[src/rtl/acc_pkg.sv]
// Shared definitions for the C2C read-side request sequencer.
package acc_pkg;

    // Sequencer FSM encoding
    typedef enum logic [1:0] {
        IDLE = 2'd0,
        WHDR = 2'd1,
        WDAT = 2'd2
    } acc_state_e;

    // Source of the pop issued in the previous cycle (its data lands this cycle)
    typedef enum logic [1:0] {
        SRC_NONE = 2'd0,
        SRC_WR   = 2'd1,
        SRC_WD   = 2'd2,
        SRC_RD   = 2'd3
    } acc_src_e;

    localparam logic KIND_RD = 1'b0;
    localparam logic KIND_WR = 1'b1;

    localparam int unsigned OBUF_DEPTH = 4;

    // Room for one more pop: buffered beats plus the one still in flight must stay below depth.
    // A dequeue in the current cycle is deliberately not credited.
    function automatic logic has_space(input logic [2:0] occ, input logic inflight);
        return ({1'b0, occ} + {3'b000, inflight}) < 4'(OBUF_DEPTH);
    endfunction

endpackage

[src/rtl/acc_obuf.sv]
// Shift-register output FIFO; entry 0 is the head so outputs come straight from a register.
// Vacated entries are cleared, so the head reads all-zero whenever the buffer is empty.
module acc_obuf
    import acc_pkg::*;
#(
    parameter int unsigned Width = 8,
    parameter int unsigned Depth = OBUF_DEPTH,
    localparam int unsigned OccW = $clog2(Depth + 1),
    localparam int unsigned IdxW = $clog2(Depth)
) (
    input  logic             clk_i,
    input  logic             rst_i,
    input  logic             wr_en_i,
    input  logic [Width-1:0] wr_data_i,
    input  logic             rd_en_i,
    output logic [Width-1:0] head_o,
    output logic             valid_o,
    output logic [OccW-1:0]  occ_o
);

    logic [Width-1:0] mem_q [Depth];
    logic [Width-1:0] mem_d [Depth];
    logic [OccW-1:0]  occ_q, occ_d;
    logic             deq;
    logic             wr_ok;
    logic [IdxW-1:0]  widx;

    // Next-state: shift on dequeue, write new entry behind the last valid one
    always_comb begin
        mem_d = mem_q;
        occ_d = occ_q;
        deq   = rd_en_i && (occ_q != '0);
        wr_ok = wr_en_i && (deq || (occ_q < OccW'(Depth)));
        widx  = IdxW'(deq ? (occ_q - OccW'(1)) : occ_q);
        if (deq) begin
            for (int unsigned i = 0; i < Depth - 1; i++) begin
                mem_d[i] = mem_q[i + 1];
            end
            mem_d[Depth-1] = '0;
        end
        if (wr_ok) begin
            mem_d[widx] = wr_data_i;
        end
        occ_d = occ_q + OccW'(wr_ok) - OccW'(deq);
    end

    // Storage and occupancy registers
    always_ff @(posedge clk_i or posedge rst_i) begin
        if (rst_i) begin
            for (int unsigned i = 0; i < Depth; i++) begin
                mem_q[i] <= '0;
            end
            occ_q <= '0;
        end else begin
            mem_q <= mem_d;
            occ_q <= occ_d;
        end
    end

    assign head_o  = mem_q[0];
    assign valid_o = (occ_q != '0);
    assign occ_o   = occ_q;

endmodule

[src/rtl/acc_req_arb.sv]
// Read-side request sequencer: pops write-header/write-data/read-header FIFOs in arrival
// order (ACC_BIT from the access-order tracker) and serialises them into one TX packet stream.
// Optional sticky ordering check enabled by defining ACC_REQ_ARB_CHK_EN.
module acc_req_arb
    import acc_pkg::*;
#(
    parameter int unsigned HW   = 64,
    parameter int unsigned DW   = 128,
    parameter int unsigned LENW = 4
) (
    input  logic                            RCLK,
    input  logic                            RESET,
    input  logic                            ACC_BIT,
    input  logic                            WR_EMPTY,
    input  logic [HW-1:0]                   WR_DOUT,
    output logic                            WR_RDEN,
    input  logic                            WD_EMPTY,
    input  logic [DW-1:0]                   WD_DOUT,
    output logic                            WD_RDEN,
    input  logic                            RD_EMPTY,
    input  logic [HW-1:0]                   RD_DOUT,
    output logic                            RD_RDEN,
    output logic                            TX_VALID,
    input  logic                            TX_READY,
    output logic [((HW > DW) ? HW : DW)-1:0] TX_DATA,
    output logic                            TX_SOP,
    output logic                            TX_EOP,
    output logic                            TX_KIND,
    output logic                            ERR_ORDER
);

    localparam int unsigned TW = (HW > DW) ? HW : DW;
    localparam int unsigned EW = TW + 3;  // {kind, eop, sop, data}

    acc_state_e      state_q, state_d;
    acc_src_e        src_q, src_d;
    logic [LENW-1:0] cnt_q, cnt_d;
    logic            last_q, last_d;
    logic [LENW-1:0] hdr_len;
    logic [2:0]      occ;
    logic            space;
    logic            enq;
    logic [EW-1:0]   enq_data;
    logic [EW-1:0]   head;

    assign hdr_len = WR_DOUT[LENW-1:0];
    assign space   = has_space(occ, src_q != SRC_NONE);

    // Pop sequencing: decide which FIFO to pop and track burst progress
    always_comb begin
        state_d = state_q;
        cnt_d   = cnt_q;
        src_d   = SRC_NONE;
        last_d  = 1'b0;
        WR_RDEN = 1'b0;
        WD_RDEN = 1'b0;
        RD_RDEN = 1'b0;
        case (state_q)
            IDLE: begin
                if (ACC_BIT) begin
                    if (!WR_EMPTY && space) begin
                        WR_RDEN = 1'b1;
                        src_d   = SRC_WR;
                        state_d = WHDR;
                    end
                end else if (!RD_EMPTY && space) begin
                    RD_RDEN = 1'b1;
                    src_d   = SRC_RD;
                end
            end
            WHDR: begin
                // Header data is visible now; its length field seeds the beat counter
                cnt_d   = hdr_len;
                state_d = WDAT;
                if (!WD_EMPTY && space) begin
                    WD_RDEN = 1'b1;
                    src_d   = SRC_WD;
                    if (hdr_len == '0) begin
                        last_d  = 1'b1;
                        state_d = IDLE;
                    end else begin
                        cnt_d = hdr_len - LENW'(1);
                    end
                end
            end
            WDAT: begin
                if (!WD_EMPTY && space) begin
                    WD_RDEN = 1'b1;
                    src_d   = SRC_WD;
                    if (cnt_q == '0) begin
                        last_d  = 1'b1;
                        state_d = IDLE;
                    end else begin
                        cnt_d = cnt_q - LENW'(1);
                    end
                end
            end
            default: state_d = IDLE;
        endcase
    end

    // FSM, beat counter and in-flight pop tracking
    always_ff @(posedge RCLK or posedge RESET) begin
        if (RESET) begin
            state_q <= IDLE;
            cnt_q   <= '0;
            src_q   <= SRC_NONE;
            last_q  <= 1'b0;
        end else begin
            state_q <= state_d;
            cnt_q   <= cnt_d;
            src_q   <= src_d;
            last_q  <= last_d;
        end
    end

    // Format the beat popped last cycle into a buffer entry
    always_comb begin
        enq      = 1'b0;
        enq_data = '0;
        case (src_q)
            SRC_WR: begin
                enq      = 1'b1;
                enq_data = {KIND_WR, 1'b0, 1'b1, TW'(WR_DOUT)};
            end
            SRC_WD: begin
                enq      = 1'b1;
                enq_data = {KIND_WR, last_q, 1'b0, TW'(WD_DOUT)};
            end
            SRC_RD: begin
                enq      = 1'b1;
                enq_data = {KIND_RD, 1'b1, 1'b1, TW'(RD_DOUT)};
            end
            default: enq = 1'b0;
        endcase
    end

    acc_obuf #(
        .Width (EW),
        .Depth (OBUF_DEPTH)
    ) u_obuf (
        .clk_i     (RCLK),
        .rst_i     (RESET),
        .wr_en_i   (enq),
        .wr_data_i (enq_data),
        .rd_en_i   (TX_READY),
        .head_o    (head),
        .valid_o   (TX_VALID),
        .occ_o     (occ)
    );

    assign TX_DATA = head[TW-1:0];
    assign TX_SOP  = head[TW];
    assign TX_EOP  = head[TW+1];
    assign TX_KIND = head[TW+2];

`ifdef ACC_REQ_ARB_CHK_EN
    logic [3:0] chk_q, chk_d;
    logic       err_q, err_d;
    logic       mism;

    // Count consecutive idle cycles where the ordered FIFO is empty but the other is not
    always_comb begin
        mism  = (state_q == IDLE) &&
                (ACC_BIT ? (WR_EMPTY && !RD_EMPTY) : (RD_EMPTY && !WR_EMPTY));
        chk_d = mism ? ((chk_q == 4'd15) ? chk_q : chk_q + 4'd1) : 4'd0;
        err_d = err_q | (chk_d == 4'd15);
    end

    // Saturating counter and sticky error flag
    always_ff @(posedge RCLK or posedge RESET) begin
        if (RESET) begin
            chk_q <= '0;
            err_q <= 1'b0;
        end else begin
            chk_q <= chk_d;
            err_q <= err_d;
        end
    end

    assign ERR_ORDER = err_q;
`else
    assign ERR_ORDER = 1'b0;
`endif

endmodule

[config.mk]
export PLATFORM = sky130hd
export DESIGN_NAME = acc_req_arb
export DESIGN_NICKNAME = d
export VERILOG_FILES = /design/src/rtl/acc_pkg.sv /design/src/rtl/acc_obuf.sv /design/src/rtl/acc_req_arb.sv
export SDC_FILE = /design/constraint.sdc
export NUM_CORES = 1
export LEC_CHECK = 0
export ABC_AREA = 1
export BUFFER_PORTS_ARGS = -buffer_cell sky130_fd_sc_hd__buf_2
export CAP_MARGIN = 25
export CORE_UTILIZATION = 59
export DETAILED_ROUTE_END_ITERATION = 8
export MAX_ROUTING_LAYER = met4
export PLACE_DENSITY = 0.78
export RECOVER_POWER = 50
export SYNTH_ARGS = -nofsm -noshare
export SYNTH_HDL_FRONTEND = slang
export SYNTH_HIERARCHICAL = 1
export SYNTH_SLANG_ARGS = --single-unit
[constraint.sdc]
create_clock -name RCLK -period 24.2 [get_ports RCLK]
set_clock_uncertainty 0.2 [all_clocks]
set_input_delay 3.63 -clock RCLK [delete_from_list [all_inputs] [get_ports RCLK]]
set_output_delay 3.63 -clock RCLK [all_outputs]
set_load 0.01 [all_outputs]
==> Word level (Yosys, flattened, before mapping) <==
Cells that the tools add are included.
{ "op_classes": {"add_sub_neg": 6, "order_cmp": 4, "eq_ne": 10, "mux": 38, "bitwise_logic": 1, "reduce_logical": 20} }
{ "ops": {"columns": ["cell", "n"], "rows": [
  ["$mux 524", 2],
  ["$bwmux 524", 1],
  ["$pmux 131 s3", 1],
  ["$demux 131 s2", 1],
  ["$mux 131", 1],
  ["$mux 2", 10],
  ["$mux 4", 4],
  ["$mux 1", 14],
  ["$ne 2x2->1 const B", 5],
  ["$logic_not 4->1", 2],
  ["$pmux 4 s2", 1],
  ["$sub 4x1->4 const B", 2],
  ["$eq 2x2->1 const B", 3],
  ["$logic_and 1x1->1", 6],
  ["$pmux 2 s3", 1],
  ["$add 3x1->4", 1],
  ["$eq 2x1->1 const B", 2],
  ["$lt 4x3->1 const B", 1],
  ["$pmux 2 s2", 1],
  ["$reduce_and 4->1", 1],
  ["$reduce_bool 2->1", 2],
  ["$add 3x1->3", 1],
  ["$ge 3x3->1 const B", 1],
  ["$logic_not 1->1", 3],
  ["12 further kinds", 12]
]} }
{ "totals": {"register_bits": 536, "inputBits": 263, "output_inout_bits": 136, "wordCells": 88} }

==> Logic depth before layout (Yosys ltp) <==
{ "logic_depth": {"word_depth": 10, "depth_mapped": 14, "ltp_nobuf": 11} }

==> Hierarchy <==
The synthesis kept the hierarchy.
{ "by_module_without_submodules": {"columns": ["module", "n_inst", "cells_each", "area_per_inst_um2", "seq_area_each_um2"], "rows": [
  ["acc_obuf", 1, 3893, 28208.3, 13187.6],
  ["acc_req_arb", 1, 665, 2995.4, 225.2]
]} }

==> Worst setup path before layout <==
OpenSTA, ideal clock, no wires.
{ "synth_timing": {"kind": "input to output", "from": "input WD_EMPTY", "to": "output WD_RDEN", "arrival_ns": 4.057, "required_time_ns": 20.370, "slack_ns": 16.313, "cell_stages": 5, "n_path_buf": 0, "cell_sequence": "inv_1 > nand3_4 > inv_1 > nand2_1 > inv_1"} }
{ "synth_via": {"elab_chain_len": 4} }
{ "synth_rtl": {"columns": ["item", "line_no", "rtl"], "rows": [
  ["from (decl)", "acc_req_arb.sv:17", "input logic WD_EMPTY,"],
  ["$logic_not 1->1", "acc_req_arb.sv:75, acc_req_arb.sv:87", null],
  ["$logic_and 1x1->1", "acc_req_arb.sv:75, acc_req_arb.sv:87", null],
  ["$mux 1", "acc_req_arb.sv:75, acc_req_arb.sv:87", null],
  ["$mux 1", null, null],
  ["to (decl)", "acc_req_arb.sv:19", "output logic WD_RDEN,"]
]} }
No other way between the ends.

==> flow_metrics.tcl <==
set metrics [dict create \
    outcome "finished with violations" \
    violations "max-capacitance violations, max-slew violations" \
    die-width_um 232.0 \
    rows 83 \
    core_um2 51820 \
    yosysSeqAreaShare_pct 42.98 \
    synth_area_per_cell_um2 6.846 \
    fin_nets 4821 \
    switchingPower_w 0.001548 \
    synth_compound_area_share_pct 2.715 \
    mostFrequentLayoutCells "nand2_1, dfrtp_1, nand4_1" \
    synth-xor-area-share_pct 0.08421 \
    netSwitchingFraction_pct 47.20 \
    syn_to_final_growth_pct 6.909 \
    highest_layer "met4" \
    grt_pass1_wl_um 142300 \
    die_area_um2 53810 \
    dr.pass1.iters 6 \
    cp.required_ps 24650 \
    endpoint_kind "async pin" \
    cts_tree "done" \
    seq_power_share_pct 32.2 \
    synth_top_family_by_area "simple AND/OR/NAND/NOR gates" \
    fp.dieH_um 232.0 \
    syn_nets 4834 \
    worstPathArrival_ps 11140 \
    grt_overflow_total 0 \
    final_area_um2 33360 \
    drive_above_1_share_pct 8.825 \
    maxCapViolCount 4 \
    portBuffers 397 \
    grt_pass1_vias 27290 \
    routedWlPerCell_um 16.74 \
    combPwrFrac_pct 41.5 \
    wl_met1_um 38880 \
    critical_path_class "in2async" \
    rsz0062_at_grt "no" \
    syn_inst 4558 \
    synth-simple-area-share_pct 41.30 \
    insertion_delay_ps 620 \
    period_share_pct 44.16 \
    place_area_um2 31750 \
    cts.sink_count 536 \
    h-tree-depth 2 \
    cts_buffer_depth 3 \
    finalSetupTns_ps 0 \
    finalCriticalPeriod_ps 10690 \
    p_clk_share_pct 26.3 \
    drcViolationCount 0 \
    grt_start_max_net_pins 247 \
    drt_iter0_drc 3108 \
    setup_viol 0 \
    ys_ff_latch 536 \
    clkTransAtPathRegs_ps 60 \
    synthMuxAreaShare_pct 0 \
    num_vias 29399 \
    gp_congestion 0.9242 \
    drtAntennaViolNets 0 \
    fin_ws_ps 13510 \
    start_kind "primary input" \
    maxSlewHeadroom_pct -285.7 \
    synthAdderAreaFrac_pct 0.5453 \
    cts.repair.resized 0 \
    n_antenna_cell 0 \
    wl_met2_um 39990 \
    leakage_nw 18.87 \
    powerDensity_nw_per_um2 98.34 \
    start_util_pct 60.21 \
    wl_met3_um 6263 \
    final_common_cell "nand2_1" \
    cts_root_buf "clkbuf_16" \
    netlist_area_um2 31200 \
    place_ws_ps 16080 \
    antenna_found_initial 0 \
    worst_pin_slew_ps 5785 \
    min_path_type "reg2reg" \
    yosysWarningCount 6 \
    peakVddDrop_mv 0.1947 \
    cts_buffers 56 \
    track_usage_pct 33.45 \
    power.internal_w 0.001732 \
    via_per_inst 5.580 \
    post-dp-hpwl_um 48110 \
    io_pins 399 \
    maxSlewViolCount 321 \
    hold_viol_final 0 \
    fin_total_pwr_w 0.003280 \
    clock.fmax_mhz 93.57 \
    hold_buffers 0 \
    cts_setup_buffers 0 \
    crit_fanout 156 \
    ys_types 29 \
    wl_um 88210 \
]
-- area by class of cell --
type | instances | area, um^2
flip-flops and latches | 536 | 13410
clock inverters | 16 | 137.6
well taps | 680 | 850.8
clock buffers | 86 | 1685
inverters | 303 | 1146
multi-input cells | 3220 | 14010
fillers | 4843 | 18460
repair buffers | 428 | 2116
-- worst paths after layout --
kind	slack [ps]	cells after the start	to	startpoint
worst max-delay path	13510	5	u_obuf/head_o[124]$_DFF_PP0_	RESET
worst min-delay path	290	2	cnt_q[1]$_DFFE_PP0P_	cnt_q[1]$_DFFE_PP0P_
worst max register to register	19050	11	u_obuf/mem_q[363]$_DFF_PP0_	u_obuf/occ_o[1]$_DFF_PP0_
worst min register to register	290	2	cnt_q[1]$_DFFE_PP0P_	cnt_q[1]$_DFFE_PP0P_
max in group RCLK	15920	7	WD_RDEN	WD_EMPTY
min in group asynchronous	2820	2	state_q[0]$_DFFE_PP0P_	RESET
-- per-layer routing --
metal	vias up	GRT usage, %
met5	-	-
met4	0	13.30
met3	180	4.740
met2	1154	49.51
met1	13780	46.40
li1	14285	-
-- kinds of logic after synthesis --
logic type | after synthesis
fa+ha+maj | 13
xor+xnor | 3
compound gates | 168
simple gates | 3035
other cells | 1
buf+inv | 802
flops | 536
-- critical path, stage by stage --
cell and delay, ps:
clkbuf_1 110, clkinvlp_2 3110, buf_12 640, clkbuf_1 2500
buf_4 920
-- registers in the layout, summed over array words and instances, names as in the netlist --
register and flops:
cnt_q 4, u_obuf/mem_q 393, u_obuf/occ_o 3, state_q 2
last_q 1, u_obuf/head_o 131, src_q 2
-- power groups by stage --
stage | Clock [W] | Combinational, W | Sequential (W)
after floorplan | 0 | 0.00106 | 0.00105
after global placement | 0 | 0.00134 | 0.00107
after detailed placement | 0 | 0.00134 | 0.00107
after CTS | 0.000874 | 0.00135 | 0.00105
after global routing | 0.000907 | 0.00147 | 0.00107
final | 0.000864 | 0.00136 | 0.00106
-- stage by stage --
stage               instances  util (%)  hold slack (ps)
floorplan                4558         -            248.8
global placement         5167     61.27            262.7
detailed placement       5167     61.27            273.5
CTS                      5269     64.79            288.7
global route             5269     64.37            317.5
finish                   5269     64.37            290.9
-- Yosys cell counts (all sizes together) --
cell | count | area (um^2)
clkbuf | 98 | 367.9
xnor2 | 2 | 17.52
nand4 | 524 | 3278
nand3b | 1 | 7.510
o21bai | 1 | 7.510
nor3 | 2 | 15.01
fa | 1 | 20.02
ha | 12 | 150.1
nor2 | 151 | 579.3
a21oi | 7 | 38.79
xor2 | 1 | 8.760
buf | 401 | 2352
dfrtp | 536 | 13410
inv | 303 | 1137
nand2 | 2276 | 8576
o21ai | 160 | 800.8
nand3 | 81 | 430.4
conb | 1 | 3.750
Note: power is estimated with default switching activity, not from simulation.
